**config.mk**
```make
export PLATFORM = sky130hd
export DESIGN_NAME = ddr_rd_arb_flat
export DESIGN_NICKNAME = d
export VERILOG_FILES = /design/src/rtl/ddr_rd_arb_if.sv /design/src/rtl/ddr_rd_arb.sv /design/src/flat_wrapper.sv
export SDC_FILE = /design/constraint.sdc
export NUM_CORES = 1
export LEC_CHECK = 0
export ABC_AREA = 1
export CELL_PAD_IN_SITES_DETAIL_PLACEMENT = 0
export CELL_PAD_IN_SITES_GLOBAL_PLACEMENT = 1
export CORE_AREA = 2 2 166 168
export CTS_CLUSTER_DIAMETER = 60
export DETAILED_ROUTE_END_ITERATION = 16
export DIE_AREA = 0 0 168 170
export PLACE_DENSITY_LB_ADDON = 0.1
export SLEW_MARGIN = 20
export SYNTH_ARGS = -nofsm -noshare
export SYNTH_HDL_FRONTEND = slang
export SYNTH_SLANG_ARGS = --single-unit
```
**constraint.sdc**
```tcl
create_clock -name clk -period 15.1 [get_ports clk]
set_input_delay 1.51 -clock clk [delete_from_list [all_inputs] [get_ports clk]]
set_output_delay 1.51 -clock clk [all_outputs]
set_load 0.01 [all_outputs]
```
**src/rtl/ddr_rd_arb_if.sv**
```systemverilog
// Signal bundle for ddr_rd_arb: Avalon-MM burst read master plus the per-channel
// toggle-request client ports. The arbiter uses the master modport, its environment the slave one.
interface ddr_rd_arb_if #(
  parameter int NUM_CH  = 2,
  parameter int DATA_W  = 64,
  parameter int ADDR_W  = 29,
  parameter int BURST_W = 8
);
  logic                      ram_waitrequest;
  logic [BURST_W-1:0]        ram_burstcnt;
  logic [ADDR_W-1:0]         ram_addr;
  logic [DATA_W-1:0]         ram_readdata;
  logic                      ram_read_ready;
  logic                      ram_read;
  logic                      ram_write;
  logic [DATA_W-1:0]         ram_writedata;
  logic [DATA_W/8-1:0]       ram_byteenable;
  logic [BURST_W-1:0]        ram_bcnt;
  logic                      busy;
  logic [NUM_CH*ADDR_W-1:0]  ch_addr;
  logic [NUM_CH*BURST_W-1:0] ch_burst;
  logic [NUM_CH-1:0]         ch_req;
  logic [NUM_CH*DATA_W-1:0]  ch_data;
  logic [NUM_CH-1:0]         ch_ready;
  logic [NUM_CH-1:0]         ch_last;

  modport master (
    input  ram_waitrequest, ram_readdata, ram_read_ready,
    input  ch_addr, ch_burst, ch_req,
    output ram_burstcnt, ram_addr, ram_read, ram_write, ram_writedata, ram_byteenable,
    output ram_bcnt, busy, ch_data, ch_ready, ch_last
  );

  modport slave (
    output ram_waitrequest, ram_readdata, ram_read_ready,
    output ch_addr, ch_burst, ch_req,
    input  ram_burstcnt, ram_addr, ram_read, ram_write, ram_writedata, ram_byteenable,
    input  ram_bcnt, busy, ch_data, ch_ready, ch_last
  );
endinterface

```
**src/rtl/ddr_rd_arb.sv**
```systemverilog
// N-channel read-only DDR arbiter: toggle requests in, Avalon-MM bursts out, beats routed back.
// Define DDR_RD_ARB_RR_EN for round-robin grants; otherwise fixed priority (lowest index wins).
module ddr_rd_arb #(
  parameter int NUM_CH  = 2,
  parameter int DATA_W  = 64,
  parameter int ADDR_W  = 29,
  parameter int BURST_W = 8
) (
  input  logic          clk,
  input  logic          reset,
  ddr_rd_arb_if.master  bus
);
  localparam int CH_W = (NUM_CH > 1) ? $clog2(NUM_CH) : 1;

  typedef enum logic [1:0] {
    ST_IDLE,
    ST_ISSUE,
    ST_DATA
  } state_t;

  state_t                    r_state;
  state_t                    w_nextState;

  logic [NUM_CH-1:0]         r_ack;
  logic [CH_W-1:0]           r_grant;
  logic                      r_read;
  logic [ADDR_W-1:0]         r_addr;
  logic [BURST_W-1:0]        r_burstcnt;
  logic [BURST_W-1:0]        r_bcnt;
  logic [NUM_CH*DATA_W-1:0]  r_chData;
  logic [NUM_CH-1:0]         r_chReady;
  logic [NUM_CH-1:0]         r_chLast;

  logic [NUM_CH-1:0]         w_pending;
  logic                      w_anyPending;
  logic                      w_found;
  logic [CH_W-1:0]           w_grantIdx;
  logic [ADDR_W-1:0]         w_selAddr;
  logic [BURST_W-1:0]        w_selBurst;
  logic                      w_grantEn;
  logic                      w_accept;
  logic                      w_beat;
  logic                      w_lastBeat;

`ifdef DDR_RD_ARB_RR_EN
  logic [CH_W-1:0]           r_rrPtr;
  logic [CH_W-1:0]           w_candIdx;
`endif

  // A channel is pending while its request toggle differs from our acknowledge copy.
  assign w_pending    = bus.ch_req ^ r_ack;
  assign w_anyPending = |w_pending;

  always_comb begin : arbSelect
    w_found    = 1'b0;
    w_grantIdx = '0;
`ifdef DDR_RD_ARB_RR_EN
    w_candIdx  = '0;
    for (int k = 0; k < NUM_CH; k++) begin
      w_candIdx = CH_W'((int'(r_rrPtr) + 1 + k) % NUM_CH);
      if (!w_found && w_pending[w_candIdx]) begin
        w_found    = 1'b1;
        w_grantIdx = w_candIdx;
      end
    end
`else
    for (int k = 0; k < NUM_CH; k++) begin
      if (!w_found && w_pending[k]) begin
        w_found    = 1'b1;
        w_grantIdx = CH_W'(k);
      end
    end
`endif
  end

  always_comb begin : chanMux
    w_selAddr  = '0;
    w_selBurst = '0;
    for (int k = 0; k < NUM_CH; k++) begin
      if (w_grantIdx == CH_W'(k)) begin
        w_selAddr  = bus.ch_addr[k*ADDR_W +: ADDR_W];
        w_selBurst = bus.ch_burst[k*BURST_W +: BURST_W];
      end
    end
  end

  always_comb begin : fsmNext
    w_nextState = r_state;
    w_grantEn   = 1'b0;
    w_accept    = 1'b0;
    w_beat      = 1'b0;
    w_lastBeat  = 1'b0;
    case (r_state)
      ST_IDLE: begin
        if (w_anyPending && w_found) begin
          w_grantEn   = 1'b1;
          w_nextState = ST_ISSUE;
        end
      end
      ST_ISSUE: begin
        if (!bus.ram_waitrequest) begin
          w_accept    = 1'b1;
          w_nextState = ST_DATA;
        end
      end
      ST_DATA: begin
        if (bus.ram_read_ready) begin
          w_beat = 1'b1;
          if (r_bcnt == r_burstcnt - BURST_W'(1)) begin
            w_lastBeat  = 1'b1;
            w_nextState = ST_IDLE;
          end
        end
      end
      default: w_nextState = ST_IDLE;
    endcase
  end

  always_ff @(posedge clk or posedge reset) begin : stateReg
    if (reset) begin
      r_state <= ST_IDLE;
    end else begin
      r_state <= w_nextState;
    end
  end

  // Avalon forbids a zero burstcount, so a client asking for 0 beats gets one.
  always_ff @(posedge clk or posedge reset) begin : cmdPath
    if (reset) begin
      r_ack      <= '0;
      r_grant    <= '0;
      r_read     <= 1'b0;
      r_addr     <= '0;
      r_burstcnt <= '0;
      r_bcnt     <= '0;
    end else begin
      if (w_grantEn) begin
        r_ack[w_grantIdx] <= bus.ch_req[w_grantIdx];
        r_grant           <= w_grantIdx;
        r_addr            <= w_selAddr;
        r_burstcnt        <= (w_selBurst == '0) ? BURST_W'(1) : w_selBurst;
        r_read            <= 1'b1;
        r_bcnt            <= '0;
      end
      if (w_accept) begin
        r_read <= 1'b0;
      end
      if (w_beat) begin
        r_bcnt <= r_bcnt + BURST_W'(1);
      end
    end
  end

`ifdef DDR_RD_ARB_RR_EN
  always_ff @(posedge clk or posedge reset) begin : rrPointer
    if (reset) begin
      r_rrPtr <= CH_W'(NUM_CH - 1);
    end else if (w_grantEn) begin
      r_rrPtr <= w_grantIdx;
    end
  end
`endif

  // Only the granted channel's data register moves; the others keep their last beat.
  always_ff @(posedge clk or posedge reset) begin : clientPath
    if (reset) begin
      r_chData  <= '0;
      r_chReady <= '0;
      r_chLast  <= '0;
    end else begin
      r_chReady <= '0;
      r_chLast  <= '0;
      if (w_beat) begin
        for (int k = 0; k < NUM_CH; k++) begin
          if (r_grant == CH_W'(k)) begin
            r_chData[k*DATA_W +: DATA_W] <= bus.ram_readdata;
            r_chReady[k]                 <= 1'b1;
            r_chLast[k]                  <= w_lastBeat;
          end
        end
      end
    end
  end

  assign bus.ram_read       = r_read;
  assign bus.ram_addr       = r_addr;
  assign bus.ram_burstcnt   = r_burstcnt;
  assign bus.ram_bcnt       = r_bcnt;
  assign bus.ram_write      = 1'b0;
  assign bus.ram_writedata  = '0;
  assign bus.ram_byteenable = '1;
  assign bus.busy           = (r_state != ST_IDLE);
  assign bus.ch_data        = r_chData;
  assign bus.ch_ready       = r_chReady;
  assign bus.ch_last        = r_chLast;

  // The command must not move while the slave stalls it.
  assert property (@(posedge clk) disable iff (reset)
    (r_read && bus.ram_waitrequest) |=> (r_read && $stable(r_addr) && $stable(r_burstcnt)));

  assert property (@(posedge clk) disable iff (reset) $onehot0(r_chReady));

  assert property (@(posedge clk) disable iff (reset) ((r_chLast & ~r_chReady) == '0));

endmodule

```
**src/flat_wrapper.sv**
```systemverilog
// flat-port wrapper written by rule: the top's interface ports become plain ports
module ddr_rd_arb_flat 
#(
  parameter int NUM_CH  = 2,
  parameter int DATA_W  = 64,
  parameter int ADDR_W  = 29,
  parameter int BURST_W = 8
)
  (clk, reset, bus_ram_waitrequest, bus_ram_readdata, bus_ram_read_ready, bus_ch_addr, bus_ch_burst, bus_ch_req, bus_ram_burstcnt, bus_ram_addr, bus_ram_read, bus_ram_write, bus_ram_writedata, bus_ram_byteenable, bus_ram_bcnt, bus_busy, bus_ch_data, bus_ch_ready, bus_ch_last);
  ddr_rd_arb_if #(.NUM_CH(NUM_CH), .DATA_W(DATA_W), .ADDR_W(ADDR_W), .BURST_W(BURST_W)) bus_i ();
  input  logic clk;
  input  logic reset;
  input wire logic [$bits(bus_i.ram_waitrequest)-1:0] bus_ram_waitrequest;
  input wire logic [$bits(bus_i.ram_readdata)-1:0] bus_ram_readdata;
  input wire logic [$bits(bus_i.ram_read_ready)-1:0] bus_ram_read_ready;
  input wire logic [$bits(bus_i.ch_addr)-1:0] bus_ch_addr;
  input wire logic [$bits(bus_i.ch_burst)-1:0] bus_ch_burst;
  input wire logic [$bits(bus_i.ch_req)-1:0] bus_ch_req;
  output wire logic [$bits(bus_i.ram_burstcnt)-1:0] bus_ram_burstcnt;
  output wire logic [$bits(bus_i.ram_addr)-1:0] bus_ram_addr;
  output wire logic [$bits(bus_i.ram_read)-1:0] bus_ram_read;
  output wire logic [$bits(bus_i.ram_write)-1:0] bus_ram_write;
  output wire logic [$bits(bus_i.ram_writedata)-1:0] bus_ram_writedata;
  output wire logic [$bits(bus_i.ram_byteenable)-1:0] bus_ram_byteenable;
  output wire logic [$bits(bus_i.ram_bcnt)-1:0] bus_ram_bcnt;
  output wire logic [$bits(bus_i.busy)-1:0] bus_busy;
  output wire logic [$bits(bus_i.ch_data)-1:0] bus_ch_data;
  output wire logic [$bits(bus_i.ch_ready)-1:0] bus_ch_ready;
  output wire logic [$bits(bus_i.ch_last)-1:0] bus_ch_last;
  assign bus_i.ram_waitrequest = bus_ram_waitrequest;
  assign bus_i.ram_readdata = bus_ram_readdata;
  assign bus_i.ram_read_ready = bus_ram_read_ready;
  assign bus_i.ch_addr = bus_ch_addr;
  assign bus_i.ch_burst = bus_ch_burst;
  assign bus_i.ch_req = bus_ch_req;
  assign bus_ram_burstcnt = bus_i.ram_burstcnt;
  assign bus_ram_addr = bus_i.ram_addr;
  assign bus_ram_read = bus_i.ram_read;
  assign bus_ram_write = bus_i.ram_write;
  assign bus_ram_writedata = bus_i.ram_writedata;
  assign bus_ram_byteenable = bus_i.ram_byteenable;
  assign bus_ram_bcnt = bus_i.ram_bcnt;
  assign bus_busy = bus_i.busy;
  assign bus_ch_data = bus_i.ch_data;
  assign bus_ch_ready = bus_i.ch_ready;
  assign bus_ch_last = bus_i.ch_last;
  ddr_rd_arb #(.NUM_CH(NUM_CH), .DATA_W(DATA_W), .ADDR_W(ADDR_W), .BURST_W(BURST_W)) u_core (.clk(clk), .reset(reset), .bus(bus_i));
endmodule
```
==> impl_metrics.toml, run 1 <==
[setup_path]
critical-path-max-stage-delay_ns = 0.67
cp-start-kind = "input port"
critPathMaxFanout = 40
critPathKind = "input port to flip-flop"
crit_required_ns = 15.43
critPathCaptureType = "flip-flop"
crit_chain = "clkdlybuf4s50_1, xor2_1, nand2_2, inv_2, nand2_1, mux2_2"
cp_slowest_cell = "inv_2"
crit_arrival_ns = 3.85

[drt]
drt_iter0_drc = 406
drt-vias-per-instance = 4.24
ant_nets = 0
drc_errors = 0
vias = 6697
wire_per_inst_um = 15.4
drt_wl_total_um = 24400
dr.pass1.iters = 4

[cts]
ctsResizeCount = 0
cts_max_path_buffers = 2
cts.sinks = 183
post_cts_buffers = 0
cts_buffers = 17
cts_hold_buffers = 0
cts_tree = "yes"
clk_pin_slew_ns = 0.08
insertion_delay_ns = 0.43
htreeDepth = 4
root_buffer = "clkbuf_16"

[timing]
relSlewSlack = 0.322
min_period_ns = 3.53
rsz0062_at_grt = "no"
skew_ns = 0.0199
setup_violations = 0
hold_viol_final = 0
clock.fmax_ghz = 0.284
slew_viol_final = 0
finalSetupTns_ns = 0
fin_crit_sh = 0.234
tightest_slew_ns = 1.02

[hold_path]
hp-class = "flip-flop to flip-flop"

[yosys]
synth_flop_cell = "dfrtp_1"
synth_common_cells = "nand2_1, dfrtp_1, o21ai_1"
synth.most_common_cell = "nand2_1"
yosys.area.top_type_share = 0.562
yosysUniqueCellTypes = 30
syn_inst = 925
yosysWarnings = 0
yosysTopAreaCell = "dfrtp_1"
syn_avg_cell_area_um2 = 8.81
synth_edf_count = 0
synth_seq_cells = 183
netlist_top_cells_area = "dfrtp_1, nand2_1, o21ai_1"
syn_area_mm2 = 0.00815
synth_seq_area_share = 0.562
async_reset_ff_frac = 1.00

[floorplan]
initial_core_util = 0.306
die_w_um = 168
dieArea_mm2 = 0.0286
fp.dieH_um = 170
ioPinCount = 396
core_area_mm2 = 0.0267
num_rows = 60

[run]
cap_viol_max_count = 0

[power_and_ir_drop]
pwr_density_cell_mw_per_mm2 = 200
leakagePower_uw = 0.00555
peakVddDrop_v = 0.0000651

[outcome]
status = "complete, no violations"

[global_route]
antenna_found_initial = 0
grt.overflow.total = 0
grt_pass1_vias = 6650
grt.total_usage = 0.169
grt_pass1_wl_um = 37500
grt_max_degree = 135

[final_layout]
syn2layout_area_growth_pct = 45.9
drive_above_1_share = 0.0469
final_nets = 1371
fin_cells = 1578
num_antenna_cells = 0

[placement]
placedCellCount = 1547
port_buffers = 322
place_hpwl_um = 17700
gp_congestion = 0.762
## flip-flops by register name, indices dropped and copies added (netlist names)
register / cells
u_core.bus.ch_data: 128
u_core.bus.ch_last: 2
u_core.bus.ch_ready: 2
u_core.bus.ram_addr: 29
u_core.bus.ram_bcnt: 8
u_core.bus.ram_burstcnt: 8
u_core.bus.ram_read: 1
u_core.r_ack: 2
u_core.r_grant: 1
u_core.r_state: 2
## through the flow
| stage | setup slack, ns | instance area (µm²) | hold WS, ns | power (µW) | utilization |
|---|---|---|---|---|---|
| floorplan | 8.62 | 8420 | 0.458 | 1370 | - |
| global placement | 11.11 | 11300 | 0.465 | 1960 | 0.425 |
| detailed placement | 11.07 | 11300 | 0.470 | 1970 | 0.425 |
| CTS | 11.54 | 11900 | 0.493 | 2420 | 0.446 |
| global route | 11.38 | 11900 | 0.503 | 2570 | 0.446 |
| finish | 11.57 | 11900 | 0.486 | 2370 | 0.446 |
## cells in the final DEF, fill, tap and decap left out
cell type,instances
buf_4,4
mux2_2,1
nand2_4,1
a31oi_1,1
or2_0,2
nor2_4,4
nor2_2,4
o21ai_1,137
nor3_2,1
ha_1,2
a21oi_1,4
inv_1,91
nand2_1,227
clkbuf_8,1
inv_2,3
clkinv_8,2
clkdlybuf4s50_1,322
inv_6,4
o21ai_0,62
nand3_1,14
xor2_1,3
clkinv_4,3
o21ai_2,4
dfrtp_1,183
a22oi_1,1
conb_1,73
nand2_2,1
nor2_1,50
clkinvlp_4,2
o31ai_1,1
o22ai_1,2
inv_8,3
xnor2_1,4
clkbuf_16,17
a21oi_2,1
inv_4,2
## worst max-delay path: cells and delay by family
family | cells | cell delay (ns)
AND/OR/NAND/NOR | 2 | 0.63
buffers and inverters | 2 | 1.19
XOR/XNOR | 1 | 0.22
multiplexers | 1 | 0.30
## power by group
part,switching (µW),internal (µW),leakage (µW)
logic,540,552,0.00296
clock network,214,222,0.000273
registers,132,712,0.00232
total,887,1490,0.00555
## final timing paths
check | start | end | slack (ns) | cells past startpoint
setup / recovery | bus_ch_req[1] | u_core.r_ack[1] | 11.57 | 6
max in group asynchronous | reset | u_core.bus.ch_ready[0] | 12.05 | 3
setup reg to reg | u_core.r_ack[1] | u_core.bus.ram_burstcnt[0] | 12.73 | 8
hold / removal | u_core.bus.ch_data[2] | u_core.bus.ch_data[2] | 0.49 | 2
min in group asynchronous | reset | u_core.bus.ram_addr[3] | 1.60 | 2
hold reg to reg | u_core.bus.ch_data[2] | u_core.bus.ch_data[2] | 0.49 | 2
## per-layer routing
metal / global-route usage / part of all wire / wire length (µm)
met5: 0 / 0 / 0
met4: 0.0340 / 0.0078 / 189
met3: 0.0635 / 0.096 / 2340
met2: 0.277 / 0.46 / 11300
met1: 0.213 / 0.43 / 10500
## layout make-up
cell class | count | area [µm²]
clock buffers | 18 | 439
clock inverters | 13 | 131
fillers | 2680 | 14800
inverters | 97 | 377
multi-input cells | 600 | 2690
flip-flops and latches | 183 | 4580
well taps | 341 | 427
repair buffers | 326 | 3250
## cells by family after synthesis
logic type	count (synthesis)	synth area share
flops	183	0.562
compound gates	213	0.134
mux	1	0.00138
xor+xnor	7	0.00752
other cells	2	0.000921
buf+inv	213	0.141
simple gates	304	0.150
fa+ha+maj	2	0.00307
(Power assumes the default switching activity.)
==> inputs of run 2 (changes only) <==
CORE_AREA = 2 2 171 173   (was 2 2 166 168)
DIE_AREA = 0 0 173 175   (was 0 0 168 170)
clock period = 3.65 ns   (was 15.1 ns; I/O delays follow)
==> impl_metrics.toml, run 2 (same netlist as run 1, synthesis figures left out) <==
[setup_path]
critical-path-max-stage-delay_ns = 0.52
startpoint = "u_core.r_state[0]"
critPathKind = "flip-flop to output port"
critPathMaxFanout = 5
cp_slowest_cell = "clkdlybuf4s50_1"
critPathCaptureType = "output port"
timing.rr.start = "u_core.r_state[0]"
cp-start-kind = "flip-flop"
crit_arrival_ns = 1.73
crit_chain = "nor2_2, inv_1, clkdlybuf4s50_1"
crit_required_ns = 3.28

[cts]
cts.sinks = 183
htreeDepth = 4
clk_pin_slew_ns = 0.08
root_buffer = "clkbuf_16"
ctsResizeCount = 0
cts_buffers = 17
cts_hold_buffers = 0
insertion_delay_ns = 0.43
cts_max_path_buffers = 2
post_cts_buffers = 0
cts_tree = "yes"

[drt]
ant_nets = 0
dr.pass1.iters = 4
drc_errors = 0
drt_wl_total_um = 24500
drt_iter0_drc = 413
wire_per_inst_um = 15.1
vias = 6655
drt-vias-per-instance = 4.10

[final_layout]
num_antenna_cells = 0
largest_reg_flops = 128
syn2layout_area_growth_pct = 47.1
drive_above_1_share = 0.0492
mostFrequentLayoutCells = "clkdlybuf4s50_1, nand2_1, dfrtp_1, o21ai_1, inv_1"
layout_commonest_cell = "clkdlybuf4s50_1"
final_cell_area_mm2 = 0.0120
final_nets = 1374

[global_route]
grt_max_degree = 112
grt_pass1_vias = 6780
antenna_found_initial = 0
grt.overflow.total = 0
grt.total_usage = 0.163
grt_pass1_wl_um = 38600

[floorplan]
ioPinCount = 396
initial_core_util = 0.287
fp.dieH_um = 175
num_rows = 62
die_w_um = 173
dieArea_mm2 = 0.0303
core_area_mm2 = 0.0284

[placement]
preCtsSetupSlack_ns = 1.21
gp_congestion = 0.762
dpl_cell_area_mm2 = 0.0114
place_hpwl_um = 17900
port_buffers = 322

[timing]
relSlewSlack = 0.490
hold_viol_final = 0
fin_crit_sh = 0.574
fin_ws_ns = 1.55
finalSetupTns_ns = 0
tightest_slew_ns = 0.763
clock.fmax_ghz = 0.477
worst_hold_slack_ns = 0.424
rsz0062_at_grt = "no"
skew_ns = 0.0200
min_period_ns = 2.10
slew_viol_final = 0
setup_violations = 0

[outcome]
status = "complete, no violations"

[run]
cap_viol_max_count = 0

[hold_path]
hp-class = "input port to async pin"

[power_and_ir_drop]
peakVddDrop_v = 0.000336
leakagePower_uw = 0.00557
pwr_density_cell_mw_per_mm2 = 820
==> run 2: worst max-delay path: cells and delay by family (launching register included) <==
family                 cells  cell delay (ns)
buffers and inverters      2             0.65
DFF                        1             0.46
and+or+nand+nor            1             0.19
==> run 2: path summary, 6_finish.rpt <==
path | endpoint | slack, ns | depth (start not counted)
worst max register to register | u_core.bus.ch_data[74] | 1.60 | 7
worst max-delay path | bus_busy | 1.55 | 3
worst min register to register | u_core.bus.ch_data[8] | 0.48 | 2
min in group clk | u_core.bus.ch_data[8] | 0.48 | 2
worst min-delay path | u_core.bus.ram_bcnt[4] | 0.42 | 3
max in group asynchronous | u_core.bus.ch_data[84] | 2.65 | 3
==> run 2: layout make-up <==
| type | count | area, µm² |
|---|---|---|
| Clock inverter | 14 | 135 |
| Fill cell | 2915 | 16400 |
| Multi-Input combinational cell | 600 | 2690 |
| Inverter | 97 | 372 |
| Clock buffer | 17 | 425 |
| Sequential cell | 183 | 4580 |
| Tap cell | 384 | 480 |
| Timing Repair Buffer | 329 | 3310 |
==> run 2: report_power, final <==
part	internal (µW)	leakage, µW	switching (µW)
clock network	901	0.000263	893
logic	2300	0.00298	2240
registers	2950	0.00232	556
total	6140	0.00557	3690
==> run 2: layer usage <==
metal	vias up	part of all wire	track usage	wire (µm)
li1	3379	-	-	-
met4	0	0.0085	0.0413	209
met1	3004	0.44	0.207	10800
met3	15	0.087	0.0568	2130
met2	257	0.46	0.266	11300
met5	-	0	0	0
==> run 2: per-stage QoR <==
stage	total power, µW	instances	utilization
final	9830	1624	0.422
after CTS	10000	1624	0.422
after global routing	10600	1624	0.422
after global placement	8140	1593	0.403
after detailed placement	8160	1593	0.403
after floorplan	5690	996	-
==> inputs of run 3 (changes only) <==
clock period = 2.2 ns   (was 3.65 ns; I/O delays follow)
==> impl_metrics.toml, run 3 (same netlist as run 1, synthesis figures left out) <==
[setup_path]
critPathKind = "flip-flop to output port"
crit_required_ns = 1.98
r2r-end = "u_core.r_state[1]"
critical-path-max-stage-delay_ns = 0.58
timing.rr.start = "u_core.bus.ram_burstcnt[0]"
critPathCaptureType = "output port"
r2r_slack_ns = 0.31
cp-start-kind = "flip-flop"
cp_slowest_cell = "clkdlybuf4s50_1"
crit_arrival_ns = 1.72
critPathMaxFanout = 5
crit_chain = "nor2_2, inv_1, clkdlybuf4s50_1"
r2r_cells = 15

[power_and_ir_drop]
peakVddDrop_v = 0.000572
pwr_density_cell_mw_per_mm2 = 1350
total_power_uw = 16500
leakagePower_uw = 0.00567

[final_layout]
num_antenna_cells = 0
largest_reg_flops = 128
utilization = 0.429
mostFrequentLayoutCells = "clkdlybuf4s50_1, nand2_1, dfrtp_1, o21ai_1, inv_1"
final_nets = 1390
final_cell_area_mm2 = 0.0122
drive_above_1_share = 0.0628
syn2layout_area_growth_pct = 49.5
layout_commonest_cell = "clkdlybuf4s50_1"

[floorplan]
initial_core_util = 0.287
dieArea_mm2 = 0.0303
ioPinCount = 396
die_w_um = 173
core_area_mm2 = 0.0284
num_rows = 62
fp.dieH_um = 175

[drt]
vias = 6799
drc_errors = 0
drt-vias-per-instance = 4.14
dr.pass1.iters = 5
wire_per_inst_um = 14.9
ant_nets = 0
drt_wl_total_um = 24500
drt_iter0_drc = 354

[cts]
cts_tree = "yes"
ctsResizeCount = 0
htreeDepth = 4
post_cts_buffers = 0
clk_pin_slew_ns = 0.08
cts_max_path_buffers = 2
insertion_delay_ns = 0.43
cts.sinks = 183
cts_buffers = 17
cts_hold_buffers = 0
root_buffer = "clkbuf_16"

[timing]
fin_ws_ns = 0.260
slew_viol_final = 0
fin_crit_sh = 0.882
worst_hold_slack_ns = 0.151
skew_ns = 0.0174
min_period_ns = 1.94
setup_violations = 0
clock.fmax_ghz = 0.515
hold_viol_final = 0
rsz0062_at_grt = "no"

[placement]
place_hpwl_um = 18700
gp_congestion = 0.776
port_buffers = 322
preCtsSetupSlack_ns = 0.266
dpl_cell_area_mm2 = 0.0116

[global_route]
grt_pass1_vias = 6612
antenna_found_initial = 0
grt_max_degree = 83
grt_pass1_wl_um = 37900
grt.total_usage = 0.160
grt.overflow.total = 0

[run]
cap_viol_max_count = 0

[outcome]
status = "complete, no violations"

[hold_path]
hp-class = "input port to async pin"
## run 3: worst max-delay path by stage
stage / start / endpoint
after floorplan: reset / u_core.bus.ch_data[0]
after global placement: u_core.bus.ram_burstcnt[0] / u_core.r_state[1]
after detailed placement: u_core.bus.ram_burstcnt[0] / u_core.r_state[1]
after CTS: u_core.r_state[0] / bus_busy
after global routing: u_core.bus.ram_burstcnt[0] / u_core.r_state[1]
final: u_core.r_state[0] / bus_busy
## run 3: final cells by class
class / count / area [µm²]
well taps: 384 / 480
fillers: 2866 / 16200
repair buffers: 345 / 3500
multi-input cells: 600 / 2690
flip-flops and latches: 183 / 4580
inverters: 97 / 372
clock inverters: 13 / 128
clock buffers: 19 / 443
## run 3: report_power, final
group	internal, µW	switching (µW)	total, µW
sequential	4890	945	5830
combinational	3930	3710	7640
clock	1530	1470	3010
total	10400	6120	16500
## run 3: worst max-delay path: cells and delay by family (launching register included)
family / cells / cell delay [ns]
AND/OR/NAND/NOR: 1 / 0.09
buffers and inverters: 2 / 0.74
flip-flops: 1 / 0.47
## run 3: routing by layer
metal	wire [µm]	global-route usage
met5	0	0
met3	2030	0.0546
met1	10900	0.207
met4	150	0.0307
met2	11400	0.261
## run 3: through the flow
stage / TNS, ns / std cells
finish: 0 / 1641
global route: 0 / 1641
CTS: 0 / 1641
detailed placement: 0 / 1609
global placement: 0 / 1609
floorplan: -67.81 / 996
